<file path="src/rtl/pe_operand_collector.sv">
// pe_operand_collector: pairs A/B operands (a_*/b_* valid/ready in), drives the external half_adder (add_*), registers {carry,sum} in a valid/ready slot (res_*), clear flushes, op_count counts fires
module pe_operand_collector #(
  parameter int WIDTH = 16
) (
  input  logic             clk,
  input  logic             rst_n,
  input  logic [WIDTH-1:0] a_data,
  input  logic             a_valid,
  output logic             a_ready,
  input  logic [WIDTH-1:0] b_data,
  input  logic             b_valid,
  output logic             b_ready,
  output logic [WIDTH-1:0] add_a,
  output logic [WIDTH-1:0] add_b,
  output logic             add_on,
  input  logic [WIDTH-1:0] add_sum,
  input  logic             add_carry,
  output logic [WIDTH-1:0] res_data,
  output logic             res_carry,
  output logic             res_valid,
  input  logic             res_ready,
  input  logic             clear,
  output logic [15:0]      op_count
);
  logic             a_full_q, a_full_d, b_full_q, b_full_d;
  logic [WIDTH-1:0] a_q, a_d, b_q, b_d;
  logic             res_valid_q, res_valid_d, res_carry_q, res_carry_d;
  logic [WIDTH-1:0] res_data_q, res_data_d;
  logic [15:0]      op_count_q, op_count_d;
  logic             fire, a_acc, b_acc;
  always_comb begin
    fire        = a_full_q && b_full_q && (!res_valid_q || res_ready) && !clear;
    a_ready     = rst_n && !clear && (!a_full_q || fire);
    b_ready     = rst_n && !clear && (!b_full_q || fire);
    a_acc       = a_valid && a_ready;
    b_acc       = b_valid && b_ready;
    a_full_d    = clear ? 1'b0 : a_acc ? 1'b1 : fire ? 1'b0 : a_full_q;
    b_full_d    = clear ? 1'b0 : b_acc ? 1'b1 : fire ? 1'b0 : b_full_q;
    a_d         = a_acc ? a_data : a_q;
    b_d         = b_acc ? b_data : b_q;
    res_valid_d = clear ? 1'b0 : fire ? 1'b1 : res_ready ? 1'b0 : res_valid_q;
    res_data_d  = fire ? add_sum : res_data_q;
    res_carry_d = fire ? add_carry : res_carry_q;
    op_count_d  = fire ? op_count_q + 16'd1 : op_count_q;
  end
  always_ff @(posedge clk or negedge rst_n) begin
    if (!rst_n) begin
      a_full_q    <= 1'b0;
      b_full_q    <= 1'b0;
      a_q         <= '0;
      b_q         <= '0;
      res_valid_q <= 1'b0;
      res_data_q  <= '0;
      res_carry_q <= 1'b0;
      op_count_q  <= '0;
    end else begin
      a_full_q    <= a_full_d;
      b_full_q    <= b_full_d;
      a_q         <= a_d;
      b_q         <= b_d;
      res_valid_q <= res_valid_d;
      res_data_q  <= res_data_d;
      res_carry_q <= res_carry_d;
      op_count_q  <= op_count_d;
    end
  end
  assign add_a     = a_q;
  assign add_b     = b_q;
  assign add_on    = fire;
  assign res_data  = res_data_q;
  assign res_carry = res_carry_q;
  assign res_valid = res_valid_q;
  assign op_count  = op_count_q;
endmodule

</file>
<file path="config.mk">
export PLATFORM = sky130hd
export DESIGN_NAME = pe_operand_collector
export DESIGN_NICKNAME = d
export VERILOG_FILES = /design/src/rtl/pe_operand_collector.sv
export SDC_FILE = /design/constraint.sdc
export NUM_CORES = 1
export LEC_CHECK = 0
export CAP_MARGIN = 0
export CORE_MARGIN = 1
export CORE_UTILIZATION = 45
export CTS_CLUSTER_DIAMETER = 200
export DETAILED_ROUTE_END_ITERATION = 10
export HOLD_SLACK_MARGIN = 0.1
export PLACE_DENSITY = 0.83
export SLEW_MARGIN = 20
export SYNTH_ARGS = -nofsm -noshare
export SYNTH_HDL_FRONTEND = slang
export SYNTH_SLANG_ARGS = --single-unit
</file>
<file path="constraint.sdc">
create_clock -name clk -period 3.4 [get_ports clk]
set_clock_uncertainty 0.2 [all_clocks]
set_input_delay 0.34 -clock clk [delete_from_list [all_inputs] [get_ports clk]]
set_output_delay 0.34 -clock clk [all_outputs]
set_load 0.1 [all_outputs]
</file>
==> flow_metrics.env, run 1 <==
export IMPL_outcome="completed"
export IMPL_cts_setup_buffers=0
export IMPL_synthArstFlopShare=1.000
export IMPL_ioPinCount=124
export IMPL_vias=2047
export IMPL_switchingPower_mw=1.619
export IMPL_start_kind="register"
export IMPL_grt_pass1_wl_microns=9673
export IMPL_netlist_instances=219
export IMPL_dp_hpwl_microns=4378
export IMPL_final_cell_mix="clkdlybuf4s50_1, dfrtp_1, nand2_1"
export IMPL_holdBufCountCts=0
export IMPL_slew_violations=0
export IMPL_syn_nets=275
export IMPL_start_util=0.4666
export IMPL_synth_distinct_cells=28
export IMPL_p_int_mw=1.869
export IMPL_drc_errors=0
export IMPL_grt_max_degree=71
export IMPL_synth_compound_area_frac=0.01936
export IMPL_seqPwrFrac=0.299
export IMPL_fmax_mhz=399.3
export IMPL_worstHoldPathType="in2async"
export IMPL_setup_tns_ns=0
export IMPL_cp_num_cells=1
export IMPL_vias_per_cell=4.772
export IMPL_antenna_found_initial=0
export IMPL_wl_microns=6082
export IMPL_synthMuxAreaShare=0.1297
export IMPL_max_cap_violations=0
export IMPL_final_common_cell="clkdlybuf4s50_1"
export IMPL_finalPower_mw=3.489
export IMPL_rsz0062_at_grt="no"
export IMPL_fp_dieH_microns=80.59
export IMPL_synth_area_leader_cell="dfrtp_1"
export IMPL_critPathKind="reg2out"
export IMPL_cp_end_kind="output pin"
export IMPL_htree_levels=3
export IMPL_cts_tree="done"
export IMPL_insertion_delay_ns=0.33
export IMPL_clockPowerShare=0.233
export IMPL_power_frac_comb=0.468
export IMPL_core_area_sq_mm=0.005956
export IMPL_yosys_warnings=0
export IMPL_synth_avg_cell_area_sq_um=12.69
export IMPL_drtAntennaViolNets=0
export IMPL_cp_max_fo=5
export IMPL_synth_xor_area_frac=0.04728
export IMPL_ff2ff_path_depth=3
export IMPL_die_area_sq_mm=0.006494
export IMPL_grt_pass1_vias=2114
export IMPL_switching_share=0.4642
export IMPL_layout_nets=405
export IMPL_path_buf_inv=1
export IMPL_portBuffers=123
export IMPL_min_period_ns=2.504
export IMPL_drive_above_1_share=0.1780
export IMPL_utilization=0.7263
export IMPL_crit_slowest_cell="clkdlybuf4s50_1"
export IMPL_cts_made_buffers=9
export IMPL_die_w_microns=80.59
export IMPL_power_density_mw_per_mm2=806.5
export IMPL_synthAdderAreaFrac=0.004502
export IMPL_area_delta_synth_final_pct=55.65
export IMPL_synth_top_family_by_area="simple AND/OR/NAND/NOR gates"
export IMPL_cp_top_family="buffers and inverters"
export IMPL_cts_root_buffer="clkbuf_8"
export IMPL_netlist_top_cells_area="dfrtp_1, mux2_2, nand2_1, xnor2_1, nor4b_4"
export IMPL_cts_buffer_depth=2
export IMPL_path_cells="clkdlybuf4s50_1"
export IMPL_synthesis_area_sq_mm=0.002779
export IMPL_avgRoutedWirePerCell_microns=14.18
export IMPL_worst_endpoint_required_ns=2.86
export IMPL_setup_viol=0
export IMPL_n_antenna_cell=0
export IMPL_grt_ovfl_total=0
export IMPL_ir_drop_v=0.0004977
export IMPL_synthSimpleGateAreaFrac=0.1657
export IMPL_postCtsResizedCells=0
export IMPL_drtIter0Drc=78
export IMPL_drt_first_pass_iters=4
export IMPL_crit_arrival_ns=1.96
export IMPL_finalCritPeriodShare=0.7365
export IMPL_place_congestion=0.6815
export IMPL_ys_seq_area_frac=0.6123
export IMPL_slew_headroom=0.3375
export IMPL_tightest_slew_ns=0.9906
export IMPL_synth_ff_type="dfrtp_1"
export IMPL_hold_viol_final=0
export IMPL_p_leak_nw=1.909
export IMPL_ys_ff_latch=68
export IMPL_clkTransAtPathRegs_ns=0.08
export IMPL_synth_edf_count=0
export IMPL_core_rowCount=28
export IMPL_grt_usage=0.1978
export IMPL_clkSinkCount=68
export IMPL_synth_top_cell_area_share=0.6123
export IMPL_cpPeakStageDelay_ns=1.19
## worst reg2reg max path: stages (launching register included)
cell      delay [ns]
dfrtp_1         0.47
a21boi_2        0.22
nor3b_4         0.70
mux2_2          0.42
## synth_stat cells (2+ instances only)
| master | number |
|---|---|
| a21oi_1 | 3 |
| and3_1 | 3 |
| buf_2 | 2 |
| dfrtp_1 | 68 |
| inv_1 | 2 |
| mux2_2 | 32 |
| nand2_1 | 61 |
| nand2b_4 | 2 |
| nand3_1 | 6 |
| nand4_1 | 5 |
| nor2_1 | 4 |
| nor4b_4 | 2 |
| xnor2_1 | 14 |
## routing by layer
metal	share of wire	GRT usage
met1	0.42	0.2496
met2	0.49	0.3288
met4	0.014	0.07679
met5	0	0
met3	0.068	0.04432
## stage by stage
| step | hold WS [ns] | setup slack [ns] | instances | cell area (sq um) |
|---|---|---|---|---|
| after floorplan | -0.1556 | 0.2755 | 219 | 2779 |
| after global placement | 0.2579 | 0.9073 | 413 | 4075 |
| after detailed placement | 0.2609 | 0.8883 | 413 | 4075 |
| after CTS | 0.1053 | 0.8860 | 429 | 4325 |
| after global routing | 0.1454 | 0.8455 | 429 | 4325 |
| final | 0.06970 | 0.8959 | 429 | 4325 |
## area by class of cell
class,instances,area (sq um)
multi-input cells,142,1018
repair buffers,126,1254
clock buffers,12,155.1
fillers,444,1630
clock inverters,4,95.09
inverters,2,7.507
well taps,75,93.84
flip-flops and latches,68,1702
## registers in the layout, summed over array words and instances, names as in the netlist
register,flops
op_count,16
add_a,16
res_valid,1
a_full_q,1
add_b,16
res_data,16
res_carry,1
b_full_q,1
## final timing paths
kind / from / end / slack, ns
setup / recovery: op_count[3] / op_count[3] / 0.90
hold / removal: rst_n / add_a[3] / 0.07
setup reg to reg: a_full_q / add_a[6] / 1.27
hold reg to reg: op_count[15] / op_count[15] / 0.27
max in group asynchronous: rst_n / add_b[11] / 2.37
min in group clk: op_count[15] / op_count[15] / 0.27
## power by group through the flow
stage / sequential [mW] / clock [mW] / combinational, mW
after floorplan: 2.10 / 0 / 0.167
after global placement: 1.05 / 0 / 1.62
after detailed placement: 1.06 / 0 / 1.64
after CTS: 1.04 / 0.826 / 1.64
after global routing: 1.06 / 0.863 / 1.68
final: 1.04 / 0.812 / 1.63
## cell families (layout without fill, tap and decap cells)
family | Yosys count | count (layout)
compound gates | 6 | 6
xor+xnor | 15 | 15
fa+ha+maj | 1 | 1
buf+inv | 9 | 144
flops | 68 | 68
mux | 32 | 32
simple gates | 88 | 88
Power figures use the tool's default switching activity.
==> run 2, diff against run 1 <==
Settings changed: CORE_UTILIZATION 45 to 38, PLACE_DENSITY 0.83 to 0.75.
Clock period 3.4 ns to 2.3 ns, I/O delays scaled along.
==> flow_metrics.env, run 2 (synthesis results as in run 1) <==
export IMPL_min_period_ns=2.075
export IMPL_critPathKind="reg2out"
export IMPL_start_util=0.4002
export IMPL_worst_endpoint_required_ns=1.87
export IMPL_cp_end_kind="output pin"
export IMPL_dp_cells=436
export IMPL_final_instance_count_excl_fill=454
export IMPL_grt_ovfl_total=0
export IMPL_final_cell_mix="buf_4, dfrtp_1, nand2_1"
export IMPL_core_area_sq_mm=0.006944
export IMPL_start_kind="register"
export IMPL_vias=2059
export IMPL_die_area_sq_mm=0.007659
export IMPL_setup_viol=0
export IMPL_crit_slowest_cell="dfrtp_1"
export IMPL_fill_cells=585
export IMPL_layout_nets=410
export IMPL_cpPeakStageDelay_ns=0.53
export IMPL_grt_busiest_layer="met2"
export IMPL_use_met1=0.2144
export IMPL_cp_top_family="buffers and inverters"
export IMPL_cts_tree="done"
export IMPL_cts_buffer_depth=2
export IMPL_insertion_delay_ns=0.33
export IMPL_path_cells="nand4b_1, inv_1, buf_12"
export IMPL_max_cap_violations=0
export IMPL_final_common_cell="buf_4"
export IMPL_postCtsResizedCells=0
export IMPL_grt_max_degree=55
export IMPL_drt_first_pass_iters=4
export IMPL_drive_above_1_share=0.3743
export IMPL_clkTransAtPathRegs_ns=0.07
export IMPL_die_w_microns=87.52
export IMPL_finalCritPeriodShare=0.9021
export IMPL_ioPinCount=124
export IMPL_cts_setup_buffers=0
export IMPL_utilization=0.6110
export IMPL_ir_drop_v=0.0007627
export IMPL_outcome="completed"
export IMPL_place_congestion=0.7691
export IMPL_cts_root_buffer="clkbuf_8"
export IMPL_slew_headroom=0.5497
export IMPL_n_antenna_cell=0
export IMPL_rsz0062_at_grt="no"
export IMPL_cts_made_buffers=9
export IMPL_clkSinkCount=68
export IMPL_grt_pass1_wl_microns=9818
export IMPL_wl_microns=6174
export IMPL_core_rowCount=30
export IMPL_drtIter0Drc=72
export IMPL_antenna_found_initial=0
export IMPL_fmax_mhz=482.0
export IMPL_area_delta_synth_final_pct=52.68
export IMPL_hold_viol_final=0
export IMPL_crit_arrival_ns=1.64
export IMPL_finalPower_mw=4.868
export IMPL_cp_max_fo=11
export IMPL_power_density_mw_per_mm2=1147
export IMPL_worstHoldPathType="in2reg"
export IMPL_path_buf_inv=2
export IMPL_use_met2=0.2720
export IMPL_slew_violations=0
export IMPL_tightest_slew_ns=0.6755
export IMPL_setup_tns_ns=0
export IMPL_dp_hpwl_microns=4285
export IMPL_met3_usage=0.04645
export IMPL_fp_dieH_microns=87.52
export IMPL_htree_levels=3
export IMPL_portBuffers=123
export IMPL_vias_per_cell=4.535
export IMPL_grt_pass1_vias=2109
export IMPL_p_leak_nw=2.007
export IMPL_drtAntennaViolNets=0
export IMPL_drc_errors=0
export IMPL_avgRoutedWirePerCell_microns=13.60
export IMPL_grt_usage=0.1702
run 2: final timing paths:
kind | cells past startpoint | slack (ns) | endpoint | from
setup / recovery | 3 | 0.23 | add_on | b_full_q
setup reg to reg | 4 | 0.47 | op_count[12] | b_full_q
min in group asynchronous | 3 | 0.41 | add_b[14] | rst_n
max in group asynchronous | 3 | 0.82 | res_data[2] | rst_n
hold / removal | 3 | 0.21 | res_data[11] | add_sum[11]
hold reg to reg | 1 | 0.27 | op_count[15] | op_count[15]
run 2: final cells by class:
type | instances | area, sq um | share of cell area
inverter | 2 | 7.507 | 0.001769
multi-input combinational | 142 | 1030 | 0.2427
clock buffer | 13 | 158.9 | 0.03745
timing repair buffer | 131 | 1186 | 0.2796
sequential | 68 | 1705 | 0.4019
tap | 96 | 120.1 | 0.02831
clock inverter | 2 | 35.03 | 0.008257
run 2: tightest hold or removal path, cell delays in order:
cell and delay [ns]:
clkdlybuf4s50_1 0.39, nand2_1 0.05, nand2_1 0.04
run 2: repair_timing:
item / 4_1_cts / 5_1_grt
setup endpoints to repair: 0 / 0
hold endpoints to repair: 46 / 0
hold buffers: 3 / 0
run 2: report_power, final:
part	internal (mW)	switching, mW	total, mW
clock network	0.554	0.415	0.968
logic	0.514	1.84	2.35
registers	1.41	0.132	1.55
total	2.48	2.39	4.87
run 2: through the flow:
stage / cell area (sq um) / hold WS, ns / setup slack (ns)
final: 4243 / 0.2149 / 0.2252
after global routing: 4243 / 0.2332 / 0.09391
after CTS: 4243 / 0.2013 / 0.1887
after detailed placement: 4019 / -0.08155 / 0.1741
after global placement: 4019 / -0.08458 / 0.2281
after floorplan: 2795 / -0.2656 / -0.08839
run 2: routing by layer:
metal | up-vias | part of all wire
met5 | - | 0
met4 | 0 | 0.012
met3 | 7 | 0.091
met2 | 87 | 0.45
met1 | 967 | 0.45
li1 | 998 | -
==> run 3, diff against run 2 <==
Settings changed: CTS_CLUSTER_SIZE set to 28.
==> results of run 3 <==
Same layout as run 2: the final DEF is identical, and so are final timing and power.
==> RTL edit (settings of run 2) <==
`a_q` no longer has a reset.
--- a/src/rtl/pe_operand_collector.sv
+++ b/src/rtl/pe_operand_collector.sv
@@ -47,7 +47,6 @@
     if (!rst_n) begin
       a_full_q    <= 1'b0;
       b_full_q    <= 1'b0;
-      a_q         <= '0;
       b_q         <= '0;
       res_valid_q <= 1'b0;
       res_data_q  <= '0;
@@ -56,13 +55,16 @@
     end else begin
       a_full_q    <= a_full_d;
       b_full_q    <= b_full_d;
-      a_q         <= a_d;
       b_q         <= b_d;
       res_valid_q <= res_valid_d;
       res_data_q  <= res_data_d;
       res_carry_q <= res_carry_d;
       op_count_q  <= op_count_d;
     end
+  end
+
+  always_ff @(posedge clk) begin
+    a_q <= a_d;
   end
   assign add_a     = a_q;
   assign add_b     = b_q;
Behaviour: differs if rst_n is asserted again (counterexample within 4 cycles, from zero or initial values and one cycle with rst_n low); with rst_n held inactive, the same outputs for 10 cycles.
==> RTL edit against run 2 <==
- power fell by 10%
- design area fell by 3.1%
- setup slack improved by 0.020 ns
- routed wire length fell by 5.0%
- area after synthesis fell by 4.3%
- sequential cell count did not move
- maximum frequency rose by 0.97%
- highest routed layer unchanged
==> RTL edit: results (changes against run 2) <==
Placed inst area: 3887 µm² (-3.3%)
DP Cell Count: 419 (-3.9%)
Adder-cell area share of the yosys netlist: 0.4706% (+0.020 points)
Largest stage delay on the critical path: 0.50 ns (-0.03 ns)
Top-area cell type share of the netlist area: 48.94% (-12 points)
Non-clk invs: 1 (-1)
Share of the core filled with cells: 60.53% (-0.56 points)
Non-Filler Instances: 436 (-4.0%)
Dpl hpwl: 4209 µm (-1.8%)
Register Area: 1785 µm² (+4.7%)
ClkCell Share: 5.233% (+0.66 points)
Pleak: 1.911 nW (-4.7%)
GRT Overall Usage: 16.84% (-0.18 points)
Filler Cells Inserted: 538 (-8.0%)
Final hold slack: 0.2082 ns (-0.006664 ns)
DR pass1 iterations: 6 (+2)
Synth top cells by count: nand2_1 (60), dfrtp_1 (52), edfxtp_1 (16), xnor2_1 (13), mux2_4 (10)
Footprint of the multi-input gates: 844.6 µm² (-18%)
Proportion of synthesized area in mux cells: 8.188% (-4.8 points)
Seq/Total Area, Yosys: 67.01% (+5.8 points)
Max frequency: 0.4866 GHz (+0.97%)
Synth top area cells: dfrtp_1 (49%), edfxtp_1 (18%), nand2_1 (8.5%)
Worst-Skew Late Latency: 0.35 ns (+0.02 ns)
WL/cell: 13.45 µm (-1.1%)
Worst VDD drop: 0.6552 mV (-14%)
Status: finished clean
First-pass GRT wire length: 9397 µm (-4.3%)
Hold Path End: res_data[10]
Pre-CTS WS: 0.2539 ns (+0.07982 ns)
Via-per-instance ratio: 4.518 (-0.37%)
CP startpoint: res_valid
Worst r2r dst: add_b[0]
Hold Path Origin: add_sum[10]
Post-CTS Hold Buffers: 1 (-2)
Compound-Gate Fraction of Synth Area: 1.271% (-0.67 points)
Post-synth cell types: 27 (-3.6%)
CP max stage cell: dfrtp_4
Data buffer area share: 27.81% (-0.15 points)
Cell count of the worst reg-to-reg path: 5 (+1)
Synthesized area per cell: 13.10 µm² (+3.2%)
Seq/total area: 43.41% (+3.2 points)
==> RTL edit: cell types whose count changed in the layout (fill, tap and decap cells not counted), sizes merged, moves of 3 or more <==
cell           run 2  this run
and2               0         3
dfrtp             68        52
clkbuf            13         9
mux2              32        16
edfxtp             0        16
==> RTL edit: power breakdown <==
| group | internal [mW] | switching, mW | leakage (nW) | total (mW) |
|---|---|---|---|---|
| sequential | 1.40 | 0.101 | 0.816 | 1.50 |
| clock | 0.605 | 0.462 | 0.101 | 1.07 |
| combinational | 0.411 | 1.38 | 0.994 | 1.79 |
==> RTL edit: tightest hold or removal path: stages <==
cell             delay (ns)
clkdlybuf4s50_1        0.39
nand2_1                0.05
nand2_1                0.04
==> RTL edit: routing by layer <==
metal	vias to the layer above	wire [µm]	track usage [%]
li1	949	-	-
met1	932	2604	22.57
met2	82	2798	25.96
met3	7	368	4.139
met4	0	93	7.727
met5	-	0	0
